`config.mk`:
```
export PLATFORM = sky130hd
export DESIGN_NAME = snake_body_stream
export DESIGN_NICKNAME = d
export VERILOG_FILES = /design/src/rtl/snake_body_stream_pkg.sv /design/src/rtl/body_collision_scan.sv /design/src/rtl/snake_body_stream.sv
export SDC_FILE = /design/constraint.sdc
export NUM_CORES = 1
export LEC_CHECK = 0
export ABC_AREA = 0
export BUFFER_PORTS_ARGS = -buffer_cell sky130_fd_sc_hd__buf_2
export CELL_PAD_IN_SITES_DETAIL_PLACEMENT = 1
export CELL_PAD_IN_SITES_GLOBAL_PLACEMENT = 2
export CORE_ASPECT_RATIO = 0.8
export CORE_UTILIZATION = 41
export CTS_BUF_LIST = sky130_fd_sc_hd__clkbuf_4 sky130_fd_sc_hd__clkbuf_8
export DETAILED_ROUTE_END_ITERATION = 10
export PLACE_DENSITY_LB_ADDON = 0.1
export SYNTH_ARGS = -nofsm -noshare
export SYNTH_HDL_FRONTEND = slang
export SYNTH_SLANG_ARGS = --single-unit
```
`constraint.sdc`:
```
create_clock -name clock_25 -period 3.7 [get_ports clock_25]
set_input_delay 0.74 -clock clock_25 [delete_from_list [all_inputs] [get_ports clock_25]]
set_output_delay 0.74 -clock clock_25 [all_outputs]
set_load 0.02 [all_outputs]
```
`src/rtl/snake_body_stream_pkg.sv`:
```
// Shared constants and scan-state encoding for the snake body-segment stream.
// Used by snake_body_stream and body_collision_scan.
package snake_body_stream_pkg;

   localparam int COORD_W        = 7;
   localparam int DEF_LENGTH_BIT = 6;
   localparam int DEF_LENGTH_MAX = 2 ** DEF_LENGTH_BIT;
   localparam int DEF_INIT_LEN   = 2;
   localparam int DEF_START_X    = 20;
   localparam int DEF_START_Y    = 40;
   localparam int GRID_W         = 124;
   localparam int GRID_H         = 81;

   typedef logic [COORD_W-1:0] coord_t;

   // Column/row value that no on-grid head can ever reach.
   localparam coord_t OFF_GRID = 7'd127;

   typedef enum logic [1:0] {
      SCAN_IDLE  = 2'd0,
      SCAN_WAIT0 = 2'd1,
      SCAN_RUN   = 2'd2,
      SCAN_DONE  = 2'd3
   } scan_state_t;

endpackage

```
`src/rtl/body_collision_scan.sv`:
```
// Self-collision scanner: waits for the start of a fresh stream sweep after a move,
// compares every valid streamed entry against the head and reports once per move.
module body_collision_scan
   import snake_body_stream_pkg::*;
#(
   parameter int SNAKE_LENGTH_BIT = DEF_LENGTH_BIT
) (
   input  logic                        clock_25,
   input  logic                        reset,
   input  logic                        restart,
   input  logic                        move_tick,
   input  logic [SNAKE_LENGTH_BIT-1:0] body_count,
   input  logic [SNAKE_LENGTH_BIT-1:0] snake_length,
   input  logic [COORD_W-1:0]          body_x,
   input  logic [COORD_W-1:0]          body_y,
   input  logic [COORD_W-1:0]          head_x,
   input  logic [COORD_W-1:0]          head_y,
   output logic                        check_done,
   output logic                        self_hit
);

   localparam logic [SNAKE_LENGTH_BIT-1:0] LAST_IDX =
      SNAKE_LENGTH_BIT'(2 ** SNAKE_LENGTH_BIT - 2);

   scan_state_t state_q;
   logic        hit_acc_q;
   logic        check_done_q;
   logic        self_hit_q;
   logic        entry_hit;
   logic        last_entry;

   always_comb begin
      entry_hit  = (body_count < snake_length) && (body_x == head_x) && (body_y == head_y);
      last_entry = (body_count == LAST_IDX);
   end

   // A new move always restarts the check, so an in-flight scan never reports.
   always_ff @(posedge clock_25 or negedge reset) begin
      if (!reset) begin
         state_q      <= SCAN_IDLE;
         hit_acc_q    <= 1'b0;
         check_done_q <= 1'b0;
         self_hit_q   <= 1'b0;
      end else if (restart) begin
         state_q      <= SCAN_IDLE;
         hit_acc_q    <= 1'b0;
         check_done_q <= 1'b0;
         self_hit_q   <= 1'b0;
      end else begin
         check_done_q <= 1'b0;
         if (move_tick) begin
            state_q   <= SCAN_WAIT0;
            hit_acc_q <= 1'b0;
         end else begin
            case (state_q)
               SCAN_IDLE: state_q <= SCAN_IDLE;
               SCAN_WAIT0: begin
                  if (last_entry) state_q <= SCAN_RUN;
               end
               SCAN_RUN: begin
                  if (last_entry) begin
                     state_q      <= SCAN_DONE;
                     check_done_q <= 1'b1;
                     self_hit_q   <= hit_acc_q | entry_hit;
                  end else begin
                     hit_acc_q <= hit_acc_q | entry_hit;
                  end
               end
               SCAN_DONE: state_q <= SCAN_IDLE;
               default:   state_q <= SCAN_IDLE;
            endcase
         end
      end
   end

   assign check_done = check_done_q;
   assign self_hit   = self_hit_q;

endmodule

```
`src/rtl/snake_body_stream.sv`:
```
// Snake body memory: shifts on move, grows on fruit, streams one entry per clock.
// Optional macro SNAKE_SELF_HIT_EN compiles in the self-collision scanner.
module snake_body_stream
   import snake_body_stream_pkg::*;
#(
   parameter int SNAKE_LENGTH_BIT = DEF_LENGTH_BIT,
   parameter int INIT_LEN         = DEF_INIT_LEN,
   parameter int START_X          = DEF_START_X,
   parameter int START_Y          = DEF_START_Y
) (
   input  logic                        clock_25,
   input  logic                        reset,
   input  logic                        restart,
   input  logic                        move_tick,
   input  logic                        grow,
   input  logic [COORD_W-1:0]          head_x,
   input  logic [COORD_W-1:0]          head_y,
   output logic [SNAKE_LENGTH_BIT-1:0] snake_length,
   output logic                        length_max,
   output logic [SNAKE_LENGTH_BIT-1:0] body_count,
   output logic [COORD_W-1:0]          snake_body_x,
   output logic [COORD_W-1:0]          snake_body_y,
   output logic                        check_done,
   output logic                        self_hit
);

   localparam int SNAKE_LENGTH_MAX = 2 ** SNAKE_LENGTH_BIT;
   localparam int BODY_DEPTH       = SNAKE_LENGTH_MAX - 1;

   localparam logic [SNAKE_LENGTH_BIT-1:0] LAST_IDX   = SNAKE_LENGTH_BIT'(BODY_DEPTH - 1);
   localparam logic [SNAKE_LENGTH_BIT-1:0] FULL_LEN   = SNAKE_LENGTH_BIT'(BODY_DEPTH);
   localparam logic [SNAKE_LENGTH_BIT-1:0] INIT_LEN_W = SNAKE_LENGTH_BIT'(INIT_LEN);
   localparam logic [SNAKE_LENGTH_BIT-1:0] ONE_W      = SNAKE_LENGTH_BIT'(1);

   coord_t                      bx_q [BODY_DEPTH];
   coord_t                      bx_d [BODY_DEPTH];
   coord_t                      by_q [BODY_DEPTH];
   coord_t                      by_d [BODY_DEPTH];
   logic [SNAKE_LENGTH_BIT-1:0] length_q;
   logic [SNAKE_LENGTH_BIT-1:0] length_d;
   logic [SNAKE_LENGTH_BIT-1:0] count_q;
   logic [SNAKE_LENGTH_BIT-1:0] count_d;
   coord_t                      body_x_q;
   coord_t                      body_x_d;
   coord_t                      body_y_q;
   coord_t                      body_y_d;
   logic                        length_full;

   // Initial body lies horizontally to the left of the start head.
   function automatic coord_t init_x(input int idx);
      return (idx < INIT_LEN) ? coord_t'(START_X - 1 - idx) : OFF_GRID;
   endfunction

   function automatic coord_t init_y(input int idx);
      return (idx < INIT_LEN) ? coord_t'(START_Y) : OFF_GRID;
   endfunction

   assign length_full = (length_q == FULL_LEN);

   always_comb begin
      count_d  = (count_q == LAST_IDX) ? '0 : count_q + ONE_W;
      length_d = length_q;
      bx_d     = bx_q;
      by_d     = by_q;
      // Stream reads the pre-move array; move results appear from the next index.
      body_x_d = bx_q[count_d];
      body_y_d = by_q[count_d];

      if (restart) begin
         count_d  = '0;
         length_d = INIT_LEN_W;
         for (int i = 0; i < BODY_DEPTH; i++) begin
            bx_d[i] = init_x(i);
            by_d[i] = init_y(i);
         end
         body_x_d = init_x(0);
         body_y_d = init_y(0);
      end else if (move_tick) begin
         bx_d[0] = head_x;
         by_d[0] = head_y;
         for (int i = 1; i < BODY_DEPTH; i++) begin
            bx_d[i] = bx_q[i-1];
            by_d[i] = by_q[i-1];
         end
         // The shifted old tail now sits at index length_q: keep it to grow, else erase it.
         if (grow && !length_full) begin
            length_d = length_q + ONE_W;
         end else if (!length_full) begin
            bx_d[length_q] = OFF_GRID;
            by_d[length_q] = OFF_GRID;
         end
      end
   end

   always_ff @(posedge clock_25 or negedge reset) begin
      if (!reset) begin
         for (int i = 0; i < BODY_DEPTH; i++) begin
            bx_q[i] <= init_x(i);
            by_q[i] <= init_y(i);
         end
         length_q <= INIT_LEN_W;
         count_q  <= '0;
         body_x_q <= init_x(0);
         body_y_q <= init_y(0);
      end else begin
         bx_q     <= bx_d;
         by_q     <= by_d;
         length_q <= length_d;
         count_q  <= count_d;
         body_x_q <= body_x_d;
         body_y_q <= body_y_d;
      end
   end

   assign snake_length = length_q;
   assign length_max   = length_full;
   assign body_count   = count_q;
   assign snake_body_x = body_x_q;
   assign snake_body_y = body_y_q;

`ifdef SNAKE_SELF_HIT_EN
   body_collision_scan #(
      .SNAKE_LENGTH_BIT(SNAKE_LENGTH_BIT)
   ) u_scan (
      .clock_25    (clock_25),
      .reset       (reset),
      .restart     (restart),
      .move_tick   (move_tick),
      .body_count  (count_q),
      .snake_length(length_q),
      .body_x      (body_x_q),
      .body_y      (body_y_q),
      .head_x      (head_x),
      .head_y      (head_y),
      .check_done  (check_done),
      .self_hit    (self_hit)
   );
`else
   logic check_done_q;
   logic check_done_d;

   // Without the scanner the FSM still gets its handshake one cycle after each move.
   always_comb check_done_d = move_tick & ~restart;

   always_ff @(posedge clock_25 or negedge reset) begin
      if (!reset) check_done_q <= 1'b0;
      else        check_done_q <= check_done_d;
   end

   assign check_done = check_done_q;
   assign self_hit   = 1'b0;
`endif

endmodule

```
## Word level (Yosys, flattened, before mapping)

Cells that the tools add are included.

| operators by class | value |
|---|---|
| mux-type cells | 23 |
| equal/unequal tests | 2 |
| $add $sub $neg | 2 |
| reductions and logical operators | 6 |
| bitwise operators | 6 |
| order comparisons | 3 |

Operators by type and width:

| operator | count |
|---|---|
| $mux 441 | 8 |
| $or 441x441->441 | 2 |
| $bmux 7 s6 | 2 |
| $mux 7 | 7 |
| $demux 7 s6 | 1 |
| $mux 6 | 5 |
| $ge 7x7->1 const B | 2 |
| $not 6->7 | 2 |
| $add 6x1->6 const B | 2 |
| $eq 6x6->1 const B | 2 |
| $lt 7x1->1 const B | 1 |
| $reduce_bool 2->1 | 2 |
| $logic_and 1x1->1 | 2 |
| $reduce_and 2->1 | 1 |
| $and 1x1->1 | 1 |
| $logic_not 1->1 | 1 |
| $not 1->1 | 1 |

| word-level totals | value |
|---|---|
| bits in registers | 909 |
| output and inout bits | 29 |
| word-level logic and storage cells | 173 |
| bits of input ports | 19 |

## Longest topological paths before layout

| depth | value |
|---|---|
| word-level depth | 10 |
| mapped depth | 18 |
| gate-level depth less buffers | 9 |

## Worst setup path after synthesis

No wires, ideal clock.

| path | value |
|---|---|
| path kind | register to register |
| from | register count_q[0], in the netlist body_count[0] |
| to | register body_x_q[2], in the netlist snake_body_x[2] |
| slack | -0.011 ns |
| buffers on the path | 6 |
| data required time | 3.571 ns |
| arrival time | 3.582 ns |
| setup time | 0.129 ns |
| period minus slack after synthesis | 3.711 ns |
| stages on the path, launching flop included | 16 |
| cell sequence | dfrtp_1 > buf_2 > inv_1 > buf_2 > buf_2 > buf_2 > buf_1 > ha_1 > nand3_2 > a311o_1 > buf_2 > nand2_1 > a211o_1 > nor3_1 > or3_1 > o41a_1 |

| on the way | value |
|---|---|
| longest elaborated chain between the ends | 7 |
| elaborated cells on any way between the ends | 8 |
| classes of those cells | 1 x add/sub; 1 x eq/ne; 5 x mux; 1 x bitwise |

Ends and longest elaborated chain:

| what | RTL line | RTL |
|---|---|---|
| start, declared | snake_body_stream.sv:41 | `logic [SNAKE_LENGTH_BIT-1:0] count_q;` |
| start signal, assigned | snake_body_stream.sv:109 | `count_q <= count_d;` |
| $add 6x1->6 or $eq 6x6->1 (tied branches) | snake_body_stream.sv:61 | `count_d = (count_q == LAST_IDX) ? '0 : count_q + ONE_W;` |
| $mux 6 (*) | snake_body_stream.sv:61 |  |
| $not 6->7 (implied by the code) (*) | snake_body_stream.sv:66 | `body_x_d = bx_q[count_d];` |
| $bmux 7 s6 (*) | snake_body_stream.sv:66 |  |
| $mux 7 (implied by the code) (*) (2 in a row) | snake_body_stream.sv:66 |  |
| $mux 7 (*) | snake_body_stream.sv:69 | `if (restart) begin` |
| net body_x_d[2] | snake_body_stream.sv:44 | `coord_t body_x_d;` |
| end signal, assigned | snake_body_stream.sv:103 | `body_x_q <= init_x(0);` |
| end signal, assigned | snake_body_stream.sv:110 | `body_x_q <= body_x_d;` |
| end, declared | snake_body_stream.sv:43 | `coord_t body_x_q;` |

Mark *: on every way through the listed nets, which the timed path passes. The rest lies on a longest branch. The select of a mux whose other input is x is not followed.
A chain may end at the register's enable or synchronous reset.

## Worst setup path after layout

| path | value |
|---|---|
| from | register count_q[0], in the netlist body_count[0] |
| to | register body_y_q[6], in the netlist snake_body_y[6] |

| on the way | value |
|---|---|
| longest elaborated chain between the ends | 7 |
| elaborated cells on any way between the ends | 8 |
| classes of those cells | 1 x add/sub; 1 x eq/ne; 5 x mux; 1 x bitwise |

Ends and longest elaborated chain:

| what | RTL line | RTL |
|---|---|---|
| $add 6x1->6 or $eq 6x6->1 (tied branches) | snake_body_stream.sv:61 |  |
| $mux 6 (*) | snake_body_stream.sv:61 |  |
| $not 6->7 (implied by the code) (*) | snake_body_stream.sv:67 | `body_y_d = by_q[count_d];` |
| $bmux 7 s6 (*) | snake_body_stream.sv:67 |  |
| $mux 7 (implied by the code) (*) (2 in a row) | snake_body_stream.sv:67 |  |
| $mux 7 (*) | snake_body_stream.sv:69 |  |
| net body_y_d[6] | snake_body_stream.sv:46 | `coord_t body_y_d;` |
| end signal, assigned | snake_body_stream.sv:104 | `body_y_q <= init_y(0);` |
| end signal, assigned | snake_body_stream.sv:111 | `body_y_q <= body_y_d;` |
| end, declared | snake_body_stream.sv:45 | `coord_t body_y_q;` |

Marked as above.

==> reports/summary.json <==
{
  "synthesis.area_per_instance": {"value": 11.9, "unit": "um2"},
  "synthesis.nets": {"value": 3568},
  "cts-hold-fix-buffers": {"value": 0},
  "antenna_found_initial": {"value": 9},
  "dp.cells": {"value": 4797},
  "finalWorstPathRequiredPeriod": {"value": 3.72, "unit": "ns"},
  "yosysSeqAreaShare": {"value": 0.564},
  "worst_path_dominant_cell_family": {"value": "compound AO/OA/AOI/OAI gates"},
  "worstPathBufferInverterCount": {"value": 3},
  "tritoncts.num_buffers": {"value": 156},
  "holdCritPathClass": {"value": "input port to register"},
  "grt_pass1_vias": {"value": 35000},
  "worst_clock_skew_on_the_final_layout": {"value": 0.0389, "unit": "ns"},
  "internal_power": {"value": 16.7, "unit": "mW"},
  "path_cells": {"value": "inv_6 > ha_4 > and4_4 > buf_4 > nand2_2 > buf_4 > and3_1 > a221oi_1 > a22oi_1 > a31oi_1 > a31oi_1"},
  "fmaxAchievable": {"value": 269, "unit": "MHz"},
  "place.detailed.hpwl": {"value": 111000, "unit": "um"},
  "ys_seq_elements": {"value": 909},
  "p_sw": {"value": 6.96, "unit": "mW"},
  "instances_no_fill": {"value": 5087},
  "crit_path_top_delay_cell": {"value": "sky130_fd_sc_hd__a31oi_1"},
  "timing.reg2reg.setup_slack": {"value": -0.02, "unit": "ns"},
  "rr_endpoint": {"value": "snake_body_y[6]"},
  "chipWidth": {"value": 361, "unit": "um"},
  "core_area": {"value": 101000, "unit": "um2"},
  "vertical_die_dimension": {"value": 289, "unit": "um"},
  "drt_first_iter_violations": {"value": 2857},
  "syn_to_final_growth": {"value": 15.1, "unit": "%"},
  "comb_power_share": {"value": 0.143},
  "drc": {"value": 0},
  "worst-endpoint-required": {"value": 4.42, "unit": "ns"},
  "final.period_utilization": {"value": 1.01},
  "grt_setup_unrepaired": {"value": "no"},
  "timing.setup.critical_path_class": {"value": "register to register"},
  "design.die.area": {"value": 104000, "unit": "um2"},
  "timing.rr.start": {"value": "body_count[0]"},
  "synthesis.instances": {"value": 3546},
  "holdPathStages": {"value": 2},
  "via_per_inst": {"value": 6.64},
  "failed_checks": {"value": "setup timing"},
  "worst_skew_pair.late_latency": {"value": 0.88, "unit": "ns"},
  "synthFlopType": {"value": "sky130_fd_sc_hd__dfstp_2"},
  "layout_setup_ws": {"value": -0.0239, "unit": "ns"},
  "top_level_ports": {"value": 48},
  "timing_max_transition_violations_final": {"value": 0},
  "power_leakage": {"value": 17.0, "unit": "nW"},
  "p_sw_frac": {"value": 0.295},
  "gp_routability_congestion": {"value": 0.889},
  "cts.clk_slew.worst_paths": {"value": 0.06, "unit": "ns"},
  "holdCritStartpoint": {"value": "head_x[0]"},
  "grt_pass1_wl": {"value": 247000, "unit": "um"},
  "highest_cell_delay_on_the_worst_timing_path": {"value": 0.62, "unit": "ns"},
  "async_flop_share": {"value": 1.00},
  "via_count": {"value": 33800},
  "initial_utilization": {"value": 0.417},
  "clock_tree.htree_level_count": {"value": 4},
  "sequentialPowerShare": {"value": 0.433},
  "ys_types": {"value": 83},
  "worst_setup_path_end_kind": {"value": "register"},
  "buffer_ports.inserted": {"value": 46},
  "clock_tree.root_cell": {"value": "sky130_fd_sc_hd__clkbuf_8"},
  "hold-path-endpoint": {"value": "bx_q[434]"},
  "finalNetCount": {"value": 3657},
  "gr-usage-all-layers": {"value": 0.322},
  "clk_pwr_share": {"value": 0.424},
  "tritoncts": {"value": "done"},
  "crit_path_start_kind": {"value": "register"},
  "finalWirelength": {"value": 168000, "unit": "um"},
  "syn_area": {"value": 42300, "unit": "um2"},
  "timing.reg2reg.worst_path_depth": {"value": 11},
  "yosys_warnings": {"value": 0},
  "peakVddDrop": {"value": 0.351, "unit": "mV"},
  "clockBufferDepth": {"value": 3},
  "drv_cap": {"value": 0},
  "globalRouteOverflowTotal": {"value": 0},
  "drt_pre_antenna_iters": {"value": 5},
  "post_route_cells_drive_above_1_share": {"value": 0.411},
  "rows": {"value": 104},
  "data_arrival_critical_path": {"value": 4.45, "unit": "ns"},
  "synth-edff-count": {"value": 0},
  "wl_per_cell": {"value": 33.0, "unit": "um"},
  "fin_worst_hold_slack": {"value": 0.104, "unit": "ns"},
  "clkSinkCount": {"value": 909},
  "grt_max_degree": {"value": 111},
  "finalSetupViolCount": {"value": 1},
  "slew_headroom": {"value": 0.136},
  "powerDensity": {"value": 486, "unit": "nW/um2"},
  "worst-path-max-fanout": {"value": 12},
  "worst-slew-pin-transition": {"value": 1.30, "unit": "ns"},
  "run_status": {"value": "finished, violations left"},
  "finalHoldViolations": {"value": 0},
  "drt.antenna.violating_nets": {"value": 0}
}
==> cell families (layout without fill, tap and decap cells) <==
family                   Yosys count  in the layout  share of synthesized area
buffers and inverters            368            582                     0.0372
other                              1              3                  0.0000887
multiplexers                     160            160                     0.0448
AO/OA/AOI/OAI                   1528           1528                      0.292
flip-flops                       909            909                      0.564
AND/OR/NAND/NOR                  572            572                     0.0606
adder cells (fa/ha/maj)            3              3                   0.000888
XOR/XNOR                           5              5                    0.00104
==> registers in the layout (all words and copies together) (netlist names) <==
name	cells
snake_body_y	7
snake_length	6
check_done	1
bx_q	441
body_count	6
by_q	441
snake_body_x	7
==> worst reg2reg max path: cells and delay by family, from the launching register on <==
kind | cells | cell delay (ns)
AO/OA/AOI/OAI | 4 | 1.48
buffers and inverters | 3 | 0.69
AND/OR/NAND/NOR | 3 | 0.64
flip-flops | 1 | 0.57
adder cells (fa/ha/maj) | 1 | 0.19
==> worst max path at each step <==
stage,startpoint,to,slack [ns],cells after the start
2_1_floorplan,body_count[0],snake_body_x[2],0.11,15
3_3_place_gp,body_count[0],snake_body_y[6],-0.28,10
3_5_place_dp,body_count[0],snake_body_y[6],-0.34,10
4_1_cts,body_count[0],snake_body_y[2],0.11,10
5_1_grt,body_count[0],snake_body_y[2],0.02,9
6_report,body_count[0],snake_body_y[6],-0.02,11
==> placed cells by master, fill, tap and decap left out, drive strengths merged, types with 7 or more instances in the layout <==
master and n:
a2111oi 8, mux4 21, o32ai 10, clkbuf 263, nand2 279, nor2b 20
o221ai 7, o211ai 22, a311oi 10, a222oi 10, and3 8, o31ai 8
clkinv 9, o2111ai 8, a21oi 48, and2 13, buf 282, o22a 857
nor3 34, a32oi 11, a211oi 53, o22ai 10, nand4 11, mux2 23
dfstp 869, nand3 58, mux2i 116, a211o 12, o21ai 196, nor2 100
a221oi 136, a31oi 32, nand2b 9, a31o 9, a22oi 14, dfrtp 40
or3 20, a221o 11, inv 24, o2bb2ai 8
==> through the flow <==
stage | util | power (mW) | instance area [um2] | TNS (ns) | setup WS [ns]
2_1_floorplan | - | 11.9 | 42300 | 0 | 0.111
3_3_place_gp | 0.445 | 13.6 | 45100 | -0.523 | -0.277
3_5_place_dp | 0.445 | 13.7 | 45100 | -0.623 | -0.340
4_1_cts | 0.479 | 23.8 | 48600 | 0 | 0.106
5_1_grt | 0.480 | 24.4 | 48600 | 0 | 0.0166
6_report | 0.480 | 23.6 | 48600 | -0.0239 | -0.0239
==> power by group through the flow <==
stage	logic (mW)	clock network (mW)	registers, mW
CTS	3.30	10.2	10.2
floorplan	1.51	0	10.4
finish	3.37	10.0	10.2
global route	3.52	10.6	10.2
detailed placement	3.28	0	10.4
global placement	3.25	0	10.4
==> synth_stat cells, types with 23 or more instances <==
cell                       count  share of area
sky130_fd_sc_hd__dfrtp_1      40          0.024
sky130_fd_sc_hd__nor2_1      100         0.0089
sky130_fd_sc_hd__nor3_1       33         0.0039
sky130_fd_sc_hd__nand2_1     279          0.025
sky130_fd_sc_hd__a31oi_1      32         0.0047
sky130_fd_sc_hd__clkbuf_1    217          0.019
sky130_fd_sc_hd__buf_2        75         0.0089
sky130_fd_sc_hd__a221oi_1    136          0.028
sky130_fd_sc_hd__a21oi_1      47         0.0056
sky130_fd_sc_hd__nand3_1      57         0.0067
sky130_fd_sc_hd__dfstp_2     869           0.54
sky130_fd_sc_hd__buf_1        37         0.0033
sky130_fd_sc_hd__o21ai_0     193          0.023
sky130_fd_sc_hd__mux2_2       23         0.0061
sky130_fd_sc_hd__o22a_1      857           0.18
sky130_fd_sc_hd__mux2i_1     116          0.027
sky130_fd_sc_hd__a211oi_1     53         0.0094
==> what timing repair did <==
action | CTS | global route
endpoints found under the setup margin | 3 | 3
resized for setup | 5 | 5
buffers inserted | 2 | 3
pin swaps | 1 | 1
==> final cells by class <==
class	instances	area, um2
well taps	1325	1660
repair buffers	282	2500
clock buffers	263	3290
fillers	10400	52700
inverters	17	68.8
multi-input cells	2269	17100
diodes	2	5.00
flip-flops and latches	909	23800
clock inverters	20	148
==> layer usage <==
layer	GRT usage	vias up	wire (um)
met5	0	-	40
met3	0.105	259	15500
li1	-	14200	-
met1	0.466	18100	77700
met4	0.0950	8	4070
met2	0.456	1204	70500
(Power assumes the default switching activity.)
